### src/rtl/poly_pkg.sv
// Shared constants and FSM state type for the streaming polynomial subtractor.
package poly_pkg;

  localparam int unsigned COEFF_W   = 16;
  localparam int unsigned LANES     = 8;
  localparam int unsigned NUM_WORDS = 32;
  localparam int unsigned CNT_W     = 5;

  localparam int KYBER_Q   = 3329;
  localparam int BARRETT_V = 20159;

  typedef enum logic [1:0] {
    IDLE,
    RUN,
    DRAIN,
    DONE
  } state_t;

endpackage

### src/rtl/poly_barrett_lane.sv
// Single-lane registered Barrett reduction of a signed coefficient into [-1664, 1664].
module poly_barrett_lane
  import poly_pkg::*;
(
  input  logic               clk,
  input  logic               rst_n,
  input  logic               en,
  input  logic [COEFF_W-1:0] din,
  output logic [COEFF_W-1:0] dout
);

  logic signed [31:0]        r;
  logic signed [31:0]        prod;
  logic signed [31:0]        quo;
  logic signed [31:0]        t;
  logic signed [COEFF_W-1:0] res;

  // Rounded quotient estimate: (v*r + 2^25) >> 26 approximates r/q.
  always_comb begin
    r    = 32'($signed(din));
    prod = r * 32'(BARRETT_V) + (32'sd1 <<< 25);
    quo  = prod >>> 26;
    t    = quo * 32'(KYBER_Q);
    res  = COEFF_W'(r - t);
  end

  always_ff @(posedge clk) begin
    if (!rst_n) begin
      dout <= '0;
    end else if (en) begin
      dout <= res;
    end
  end

endmodule

### src/rtl/poly_sub_stream.sv
// Streams one polynomial of A and B words and emits lane-wise A - B through a 2-entry skid FIFO.
// Optional Barrett reduction stage enabled by defining POLY_SUB_BARRETT_EN.
module poly_sub_stream
  import poly_pkg::*;
(
  input  logic                     iClk,
  input  logic                     iRst_n,
  input  logic                     iStart,
  input  logic                     iValidA,
  input  logic [LANES*COEFF_W-1:0] iCoeffsA,
  input  logic                     iValidB,
  input  logic [LANES*COEFF_W-1:0] iCoeffsB,
  output logic                     oReady,
  output logic                     oValid,
  output logic [LANES*COEFF_W-1:0] oCoeffs,
  output logic                     oLast,
  input  logic                     iReady,
  output logic                     oBusy,
  output logic                     oDone
);

  localparam int unsigned      DATA_W   = LANES * COEFF_W;
  localparam logic [CNT_W-1:0] LAST_IDX = CNT_W'(NUM_WORDS - 1);

  state_t            state;
  logic [CNT_W-1:0]  in_cnt;
  logic [CNT_W-1:0]  out_cnt;
  logic              accept;
  logic              pop;
  logic              is_last;
  logic [DATA_W-1:0] diff;
  logic              push_valid;
  logic [DATA_W-1:0] push_data;
  logic              push_last;
  logic              sk_valid;
  logic [DATA_W-1:0] sk_data;
  logic              sk_last;
  logic [2:0]        occ_nxt;

  assign accept  = oReady & iValidA & iValidB;
  assign pop     = oValid & iReady;
  assign is_last = (in_cnt == LAST_IDX);

  for (genvar k = 0; k < LANES; k++) begin : g_diff
    assign diff[k*COEFF_W +: COEFF_W] =
      iCoeffsA[k*COEFF_W +: COEFF_W] + (~iCoeffsB[k*COEFF_W +: COEFF_W] + COEFF_W'(1));
  end

`ifdef POLY_SUB_BARRETT_EN
  logic              pipe_valid;
  logic              pipe_last;
  logic [DATA_W-1:0] red;

  for (genvar k = 0; k < LANES; k++) begin : g_red
    poly_barrett_lane u_lane (
      .clk   (iClk),
      .rst_n (iRst_n),
      .en    (accept),
      .din   (diff[k*COEFF_W +: COEFF_W]),
      .dout  (red[k*COEFF_W +: COEFF_W])
    );
  end

  always_ff @(posedge iClk) begin
    if (!iRst_n) begin
      pipe_valid <= 1'b0;
      pipe_last  <= 1'b0;
    end else begin
      pipe_valid <= accept;
      pipe_last  <= accept & is_last;
    end
  end

  assign push_valid = pipe_valid;
  assign push_data  = red;
  assign push_last  = pipe_last;
  // Words in flight include the reduction register so the FIFO can never overflow.
  assign occ_nxt    = 3'(oValid) + 3'(sk_valid) + 3'(pipe_valid) + 3'(accept) - 3'(pop);
`else
  assign push_valid = accept;
  assign push_data  = diff;
  assign push_last  = is_last;
  assign occ_nxt    = 3'(oValid) + 3'(sk_valid) + 3'(accept) - 3'(pop);
`endif

  // Output head register plus one skid entry; head holds while downstream stalls.
  always_ff @(posedge iClk) begin
    if (!iRst_n) begin
      oValid   <= 1'b0;
      oCoeffs  <= '0;
      oLast    <= 1'b0;
      sk_valid <= 1'b0;
      sk_data  <= '0;
      sk_last  <= 1'b0;
    end else if (pop) begin
      if (sk_valid) begin
        oCoeffs  <= sk_data;
        oLast    <= sk_last;
        sk_valid <= push_valid;
        if (push_valid) begin
          sk_data <= push_data;
          sk_last <= push_last;
        end
      end else begin
        oValid <= push_valid;
        oLast  <= push_valid & push_last;
        if (push_valid) begin
          oCoeffs <= push_data;
        end
      end
    end else if (push_valid) begin
      if (!oValid) begin
        oValid  <= 1'b1;
        oCoeffs <= push_data;
        oLast   <= push_last;
      end else begin
        sk_valid <= 1'b1;
        sk_data  <= push_data;
        sk_last  <= push_last;
      end
    end
  end

  // Control FSM with word counters; oReady is computed from next-cycle occupancy.
  always_ff @(posedge iClk) begin
    if (!iRst_n) begin
      state   <= IDLE;
      in_cnt  <= '0;
      out_cnt <= '0;
      oReady  <= 1'b0;
      oBusy   <= 1'b0;
      oDone   <= 1'b0;
    end else begin
      oDone <= 1'b0;
      if (accept) in_cnt <= in_cnt + CNT_W'(1);
      if (pop) out_cnt <= out_cnt + CNT_W'(1);
      case (state)
        IDLE: begin
          if (iStart) begin
            state   <= RUN;
            oBusy   <= 1'b1;
            oReady  <= 1'b1;
            in_cnt  <= '0;
            out_cnt <= '0;
          end
        end
        RUN: begin
          oReady <= !(accept && is_last) && (occ_nxt < 3'd2);
          if (accept && is_last) state <= DRAIN;
        end
        DRAIN: begin
          if (pop && out_cnt == LAST_IDX) begin
            state <= DONE;
            oDone <= 1'b1;
            oBusy <= 1'b0;
          end
        end
        DONE: state <= IDLE;
        default: state <= IDLE;
      endcase
    end
  end

endmodule

### config.mk
export PLATFORM = sky130hd
export DESIGN_NAME = poly_sub_stream
export DESIGN_NICKNAME = d
export VERILOG_FILES = /design/src/rtl/poly_pkg.sv /design/src/rtl/poly_barrett_lane.sv /design/src/rtl/poly_sub_stream.sv
export SDC_FILE = /design/constraint.sdc
export NUM_CORES = 1
export LEC_CHECK = 0
export CORE_ASPECT_RATIO = 1.1
export CORE_MARGIN = 1.5
export CORE_UTILIZATION = 30
export CTS_BUF_LIST = sky130_fd_sc_hd__clkbuf_4
export CTS_CLUSTER_SIZE = 40
export DETAILED_ROUTE_END_ITERATION = 8
export DONT_BUFFER_PORTS = 1
export HOLD_SLACK_MARGIN = 0.1
export SYNTH_ARGS = -nofsm -noshare
export SYNTH_HDL_FRONTEND = slang
export SYNTH_SLANG_ARGS = --single-unit
export TNS_END_PERCENT = 5
### constraint.sdc
create_clock -name iClk -period 2.4 [get_ports iClk]
set_input_delay 0.24 -clock iClk [delete_from_list [all_inputs] [get_ports iClk]]
set_output_delay 0.24 -clock iClk [all_outputs]
set_load 0.02 [all_outputs]
==> implementation parameters, run 1 <==
Parameter                              Value

GRT
  Number of antenna violations at the first check in global routing ... 2
  Met1 layer usage reported by global route ... 0.235
  Global routing met2 resource utilization ... 0.379
  Number of global-route vias before repair ... ~19000
  Maximum number of pins on one net before global-route repair ... 142
  Global-route wire length before repair ... 99.9 mm
  Aggregate global-route resource usage ... 0.214
  Met3 usage ... 0.0441
  GR Overflow Total ... 0
  Most Used Layer, Global Route ... met2

Timing
  Part of the cycle the worst path needs ... 1.02
  F_max ... 0.407 GHz
  Setup repair after global routing missed its margin ... true
  Final setup slack of the worst path ... -59.5 ps
  Worst-case headroom to the max-slew limit ... 0.543
  Final-report max-slew violation count ... 0
  Worst Tran Pin Value ... 679 ps
  Sum of negative setup slack ... -120 ps
  Final period demand of the worst path ... 2460 ps
  Worst slack on hold paths ... 172 ps
  Final count of hold timing violations ... 0
  Worst clock skew ... 47.0 ps
  Final setup fails ... 4

Setup path
  Data arrival time of the critical path ... 3170 ps
  Slowest cell delay on critical path ... 570 ps
  Bufs and invs on worst path ... 2
  Slowest cell on the critical path ... sky130_fd_sc_hd__dlygate4sd3_1
  Origin of the worst setup path ... iCoeffsA[100]
  Number of cells on the critical path ... 10
  Startpoint type of the worst setup path ... primary input
  Worst flop-to-flop path startpoint ... oValid$_SDFFE_PN0P_
  Endpoint of the lowest-slack register-to-register path ... oCoeffs[117]$_SDFFE_PN0P_
  Largest fanout of any net on the critical path ... 4
  Crit path max-delay family ... buffers and inverters
  Kind of end point of the critical path ... flip-flop
  Critical Setup Path Class ... in -> reg
  Crit path cell chain ... dlygate4sd3_1, ha_1, o21a_1, o21ai_0, a211oi_2, o21ai_1, a21oi_1, dlygate4sd3_1, or3b_1, a21oi_1
  Slack of the worst reg-to-reg path ... 100 ps
  R2R depth ... 10
  End of the critical path ... oCoeffs[107]$_SDFFE_PN0P_
  Required time reported for the critical path endpoint ... 3110 ps

Routing
  Number of vias after detailed routing ... around 18000
  Ratio of routed vias to standard cells ... 5.27
  Violation count after the first detailed-routing iteration ... 963
  DRC Markers ... 0
  Remaining number of nets flagged by the antenna check after routing ... 0
  Avg WL per Cell ... 18.6 um
  Routed wire length ... 65.1 mm
  Router iterations before antenna repair ... 7

Cells and area
  Signed area change from the synthesized netlist to the final layout ... 36.2%
  Area of all sequential standard cells ... approximately 5500 um2
  Layout filler cell count ... 5637
  Final net count ... 3100
  Most frequent cells in the layout ... sky130_fd_sc_hd__dlygate4sd3_1 (363), sky130_fd_sc_hd__nand2_1 (307), sky130_fd_sc_hd__dfxtp_1 (274)
  Most common cell after layout, fill and taps aside ... sky130_fd_sc_hd__dlygate4sd3_1
  Multi-input gate area in the final layout ... 10800 um2
  Finished Cell Area ... ~23000 um2
  Share of layout cells above drive strength 1 ... 0.103
  Cell Count, Final, Fillers Out ... 3497

Placed design
  Minimum setup slack after placement ... -110 ps
  Total of buffers placed on input and output ports ... 0
  Weighted congestion at the end of routability-driven global placement ... 0.908
  Placed cells ... 2991
  Cell area reported after detailed placement ... 18600 um2
  Estimated wirelength of the detail-placed design ... around 46 mm

Worst hold path
  Hold crit path type ... in -> reg

Floorplan
  Starting Density ... 0.305
  Site Rows ... slightly above 90
  Top-level port count ... 395
  Die height ... 254 um
  Core Footprint ... 56400 um2
  DIE WIDTH ... 231 um
  Die outline area ... 58800 um2

Clocking
  H-tree levels ... 3
  CTS Sinks ... 275
  Master cell of the clock root buffer ... sky130_fd_sc_hd__clkbuf_4
  Clock latency at the later pin of the worst-skew pair ... roughly 800 ps
  Longest Clk Path Bufs ... 3
  TritonCTS clock tree ... built
  Clock buffers created by TritonCTS ... 82
  Clock input transition at the sequential cells of the worst setup and hold paths ... 60 ps

Logic synthesis
  Syn Std Cell Area ... 17200 um2
  Number of distinct standard cells referenced by the synthesized netlist ... 70
  Number of instances in the synthesized netlist ... 2276
  Most used flip-flop cell after synthesis ... sky130_fd_sc_hd__dfxtp_1
  Syn_nets ... ~2700
  Synthesized area per cell ... 7.56 um2
  Sequential cell area fraction in the yosys report ... 0.320
  #FFs+latches synth ... roughly 280
  Number of warnings reported in the yosys synthesis log ... 0
  Async set-or-reset flop fraction in the synthesized netlist ... 0
  Number of enable-type register cells in the synthesized netlist ... 0

Run status
  Failing checks ... negative setup slack
  Status ... complete, but fails checks

Power
  Maximum vdd drop ... ~0.28 mV
  P per Cell Area ... around 550 nW/um2
  Leakage power of the design ... around 9.7 nW

Job
  MaxCap Viol Count ... 0
==> cell usage after synthesis (24+ instances only) <==
cell type                  instances  area, um2
sky130_fd_sc_hd__dfxtp_1         275       5510
sky130_fd_sc_hd__nand3_1          61        305
sky130_fd_sc_hd__a21oi_1         238       1190
sky130_fd_sc_hd__xor2_1           51        447
sky130_fd_sc_hd__nor2_1          205        769
sky130_fd_sc_hd__nor3_1           46        230
sky130_fd_sc_hd__nand2_1         308       1160
sky130_fd_sc_hd__clkbuf_1        110        413
sky130_fd_sc_hd__a211oi_1         45        338
sky130_fd_sc_hd__or3_1            25        156
sky130_fd_sc_hd__inv_1           157        589
sky130_fd_sc_hd__xnor2_1          61        534
sky130_fd_sc_hd__o211ai_1         42        315
sky130_fd_sc_hd__o21a_1           39        293
sky130_fd_sc_hd__nor2b_1          24        150
sky130_fd_sc_hd__o21ai_0         132        661
sky130_fd_sc_hd__ha_1            130       1630
sky130_fd_sc_hd__a31oi_1          30        188
==> per-layer routing <==
metal / vias up / wire (um)
li1: 8914 / -
met1: 8753 / 25900
met2: 616 / 32000
met3: 151 / 3710
met4: 0 / 3440
met5: - / 0
==> metrics by stage <==
step	power, mW	utilization
2_1_floorplan	6.98	-
3_3_place_gp	7.71	0.330
3_5_place_dp	7.75	0.330
4_1_cts	13.0	0.413
5_1_grt	13.8	0.416
6_report	13.0	0.416
==> state kept, by name, indices dropped and copies added, names as in the netlist <==
name / flops
oCoeffs: 128
sk_data: 128
state: 2
sk_valid: 1
sk_last: 1
oValid: 1
out_cnt: 5
oDone: 1
in_cnt: 5
oReady: 1
oBusy: 1
oLast: 1
==> layout make-up <==
cell class	count	area share
Multi-Input combinational cell	1709	0.461
Clock inverter	20	0.00347
Inverter	158	0.0255
Tap cell	744	0.0397
Clock buffer	115	0.0368
Sequential cell	275	0.235
Antenna cell	2	0.000214
Timing Repair Buffer	474	0.198
==> how the worst min path moves through the flow <==
stage	cells past startpoint	end	from	slack, ps
after floorplan	3	sk_valid$_SDFFE_PN0P_	iReady	430
after global placement	1	sk_data[106]$_SDFFE_PN0P_	iRst_n	390
after detailed placement	1	sk_data[106]$_SDFFE_PN0P_	iRst_n	390
after CTS	6	sk_data[61]$_SDFFE_PN0P_	iCoeffsB[55]	100
after global routing	3	sk_data[16]$_SDFFE_PN0P_	iCoeffsB[16]	200
final	6	sk_data[117]$_SDFFE_PN0P_	iCoeffsB[116]	170
==> worst reg2reg max path, delay by kind of cell, from the launching register on <==
kind	cells	cell delay (ps)
buffers and inverters	4	1000
AO/OA/AOI/OAI	4	510
flip-flops	1	320
adder cells (fa/ha/maj)	1	230
AND/OR/NAND/NOR	1	130
==> kinds of logic (layout without fill, tap and decap cells) <==
logic type / Yosys count / after routing / synth area share
AO/OA/AOI/OAI: 693 / 693 / 0.254
XOR/XNOR: 112 / 112 / 0.0570
adder cells (fa/ha/maj): 138 / 138 / 0.104
buffers and inverters: 292 / 767 / 0.0643
flip-flops: 275 / 275 / 0.320
multiplexers: 16 / 16 / 0.00930
other: 0 / 2 / 0
AND/OR/NAND/NOR: 750 / 750 / 0.192
==> power by group <==
group / leakage, nW / internal [mW] / switching, mW / total, mW
clock network: 0.578 / 2.19 / 2.11 / 4.30
registers: 2.22 / 4.70 / 0.220 / 4.92
logic: 6.90 / 1.83 / 1.93 / 3.76
total: 9.70 / 8.72 / 4.26 / 13.0
==> what timing repair did <==
action | 4_1_cts | 5_1_grt
buffers inserted | 0 | 2
endpoints found under the setup margin | 0 | 60
hold buffers | 370 | 0
endpoints found under the hold margin | 275 | 0
gates resized for setup | 0 | 50
(Power assumes the default switching activity.)
==> run 2, diff against run 1 <==
--- a/config.mk
+++ b/config.mk
@@ -5,13 +5,13 @@
 export SDC_FILE = /design/constraint.sdc
 export NUM_CORES = 1
 export LEC_CHECK = 0
+export BUFFER_PORTS_ARGS = -buffer_cell sky130_fd_sc_hd__clkbuf_2
 export CORE_ASPECT_RATIO = 1.1
 export CORE_MARGIN = 1.5
 export CORE_UTILIZATION = 30
 export CTS_BUF_LIST = sky130_fd_sc_hd__clkbuf_4
 export CTS_CLUSTER_SIZE = 40
 export DETAILED_ROUTE_END_ITERATION = 8
-export DONT_BUFFER_PORTS = 1
 export HOLD_SLACK_MARGIN = 0.1
 export SYNTH_ARGS = -nofsm -noshare
 export SYNTH_HDL_FRONTEND = slang
==> implementation parameters, run 2 (same netlist as run 1, synthesis figures left out) <==
Parameter                              Value

Floorplan
  Core Footprint ... 56400 um2 (unchanged)
  DIE WIDTH ... 231 um (unchanged)
  Top-level port count ... 395 (unchanged)
  Die height ... 254 um (unchanged)
  Site Rows ... 91 (unchanged)
  Starting Density ... 0.305 (unchanged)
  Die outline area ... 58800 um2 (unchanged)

Timing
  Final count of hold timing violations ... 0 (unchanged)
  Worst clock skew ... 53.1 ps (+6.09 ps)
  Worst-case headroom to the max-slew limit ... 0.606 (+0.0630)
  Worst Tran Pin Value ... 589 ps (-89.6 ps)
  Final setup fails ... 0 (-4)
  F_max ... 0.419 GHz (+2.9%)
  Setup repair after global routing missed its margin ... true
  Sum of negative setup slack ... 0 ps (+120 ps)
  Final period demand of the worst path ... 2390 ps (-70.2 ps)
  Final-report max-slew violation count ... 0 (unchanged)
  Part of the cycle the worst path needs ... 0.996 (-0.0292)

Setup path
  Most used cell along the critical path ... sky130_fd_sc_hd__dlygate4sd3_1
  Startpoint type of the worst setup path ... primary input
  Crit path max-delay family ... buffers and inverters
  Data arrival time of the critical path ... 3070 ps (-100 ps)
  Crit path cell chain ... dlygate4sd3_1, clkbuf_2, ha_1, or3_1, o31ai_2, a31oi_4, a41oi_2, xnor2_1, dlygate4sd3_1, o22ai_1
  Critical Setup Path Class ... in -> reg
  Slowest cell on the critical path ... sky130_fd_sc_hd__dlygate4sd3_1
  Required time reported for the critical path endpoint ... 3080 ps (-30 ps)
  Kind of end point of the critical path ... flip-flop
  Largest fanout of any net on the critical path ... 4 (unchanged)
  R2R depth ... 10 (unchanged)
  Bufs and invs on worst path ... 3 (+1)
  Number of cells on the critical path ... 10 (unchanged)
  Slowest cell delay on critical path ... 590 ps (+20 ps)

Cells and area
  Final net count ... 3452 (+11%)
  Signed area change from the synthesized netlist to the final layout ... 45.6%
  Top Registers ... oCoeffs: 128 flops, sk_data: 128 flops
  Layout filler cell count ... 5636 (-0.018%)
  Most common cell after layout, fill and taps aside ... sky130_fd_sc_hd__clkbuf_2
  Most frequent cells in the layout ... sky130_fd_sc_hd__clkbuf_2 (392), sky130_fd_sc_hd__dlygate4sd3_1 (316), sky130_fd_sc_hd__nand2_1 (307)
  Share of layout cells above drive strength 1 ... 0.220 (+0.117)
  Post-route core utilization ... 0.445 (+0.0288)

Routing
  Number of vias after detailed routing ... 19200 (+4.2%)
  Avg WL per Cell ... 16.3 um (-12%)
  DRC Markers ... 0 (unchanged)
  Router iterations before antenna repair ... 5 (-2)
  Violation count after the first detailed-routing iteration ... 921 (-4.4%)
  Ratio of routed vias to standard cells ... 4.99 (-5.4%)
  Remaining number of nets flagged by the antenna check after routing ... 0 (unchanged)
  Routed wire length ... 62.9 mm (-3.4%)

GRT
  Maximum number of pins on one net before global-route repair ... 94 (-34%)
  GR Overflow Total ... 0 (unchanged)
  Number of antenna violations at the first check in global routing ... 1 (-1)
  Number of global-route vias before repair ... 18900 (+2.0%)
  Aggregate global-route resource usage ... 0.209 (-0.00502)
  Global-route wire length before repair ... 98.1 mm (-1.8%)

Clocking
  Clock buffers created by TritonCTS ... 80 (-2.4%)
  CTS Sinks ... 275 (unchanged)
  Postcts setup bufs ... 0 (unchanged)
  Longest Clk Path Bufs ... 3 (unchanged)
  Clock input transition at the sequential cells of the worst setup and hold paths ... 60 ps (about the same)
  H-tree levels ... 3 (unchanged)
  TritonCTS clock tree ... built
  Master cell of the clock root buffer ... sky130_fd_sc_hd__clkbuf_4
  Clock latency at the later pin of the worst-skew pair ... 800 ps (about the same)

Power
  P per Cell Area ... 527 nW/um2 (-4.8%)
  Maximum vdd drop ... 0.235 mV (-17%)
  Tot Pwr ... 13.2 mW (+1.8%)
  Leakage power of the design ... 11.2 nW (+16%)

Placed design
  Weighted congestion at the end of routability-driven global placement ... 0.897 (-1.2%)
  Total of buffers placed on input and output ports ... 394 (+394)
  Estimated wirelength of the detail-placed design ... 44.1 mm (-3.1%)

Worst hold path
  Hold crit path type ... in -> reg
  Number of cells on the worst hold path ... 7 (+1)

Job
  MaxCap Viol Count ... 0 (unchanged)

Run status
  Status ... finished clean
[run 2: worst register-to-register path, cell delays in order, from the launching register on]
cell and delay (ps):
sky130_fd_sc_hd__dfxtp_2 340, sky130_fd_sc_hd__and3_4 190, sky130_fd_sc_hd__inv_1 50, sky130_fd_sc_hd__ha_1 180
sky130_fd_sc_hd__nand2b_1 170, sky130_fd_sc_hd__nand3b_1 280, sky130_fd_sc_hd__buf_12 240, sky130_fd_sc_hd__or3_1 380
sky130_fd_sc_hd__nor2_1 120, sky130_fd_sc_hd__a31oi_1 60, sky130_fd_sc_hd__o311ai_1 110
[run 2: layout make-up]
class | count | area [um2] | share of cell area
tap | 744 | 931 | 0.0371
antenna | 1 | 2.50 | 0.0000998
sequential | 275 | 5510 | 0.220
inverter | 158 | 598 | 0.0239
timing repair buffer | 828 | 6250 | 0.249
clock inverter | 19 | 101 | 0.00404
clock buffer | 118 | 886 | 0.0353
multi-input combinational | 1709 | 10800 | 0.430
[run 2: layer usage]
| metal | share of wire | GRT usage | routed length [um] |
|---|---|---|---|
| met5 | 0 | 0 | 0 |
| met3 | 0.052 | 0.0379 | 3290 |
| met4 | 0.051 | 0.121 | 3220 |
| met2 | 0.47 | 0.356 | 29800 |
| met1 | 0.42 | 0.245 | 26600 |
[run 2: metrics by stage]
stage / area, um2 / std cells / setup slack, ps / hold slack, ps
floorplan: 17200 / 2276 / 62.0 / 428
global placement: 20700 / 3396 / -263 / 440
detailed placement: 20700 / 3396 / -272 / 445
CTS: 24900 / 3851 / 14.5 / 101
global route: 25100 / 3852 / -68.6 / 164
finish: 25100 / 3852 / 10.6 / 160
[run 2: path summary, 6_finish.rpt]
kind / from / endpoint / slack [ps]
hold reg to reg: oCoeffs[81]$_SDFFE_PN0P_ / oCoeffs[81]$_SDFFE_PN0P_ / 450
setup reg to reg: oReady$_SDFFE_PN0P_ / sk_data[61]$_SDFFE_PN0P_ / 170
setup / recovery: iCoeffsA[86] / sk_data[95]$_SDFFE_PN0P_ / 10
hold / removal: iCoeffsB[76] / oCoeffs[77]$_SDFFE_PN0P_ / 160
[run 2: timing repair]
action                                 CTS  global route
setup endpoints to repair                0            39
gates resized for setup                  0            44
endpoints found under the hold margin  266             0
hold buffers                           318             0
[run 2: where the power goes]
| group | total, mW | internal [mW] | leakage (nW) | switching [mW] |
|---|---|---|---|---|
| Sequential | 4.79 | 4.70 | 2.22 | 0.0867 |
| Combinational | 3.96 | 1.91 | 8.43 | 2.05 |
| Clock | 4.47 | 2.34 | 0.598 | 2.12 |
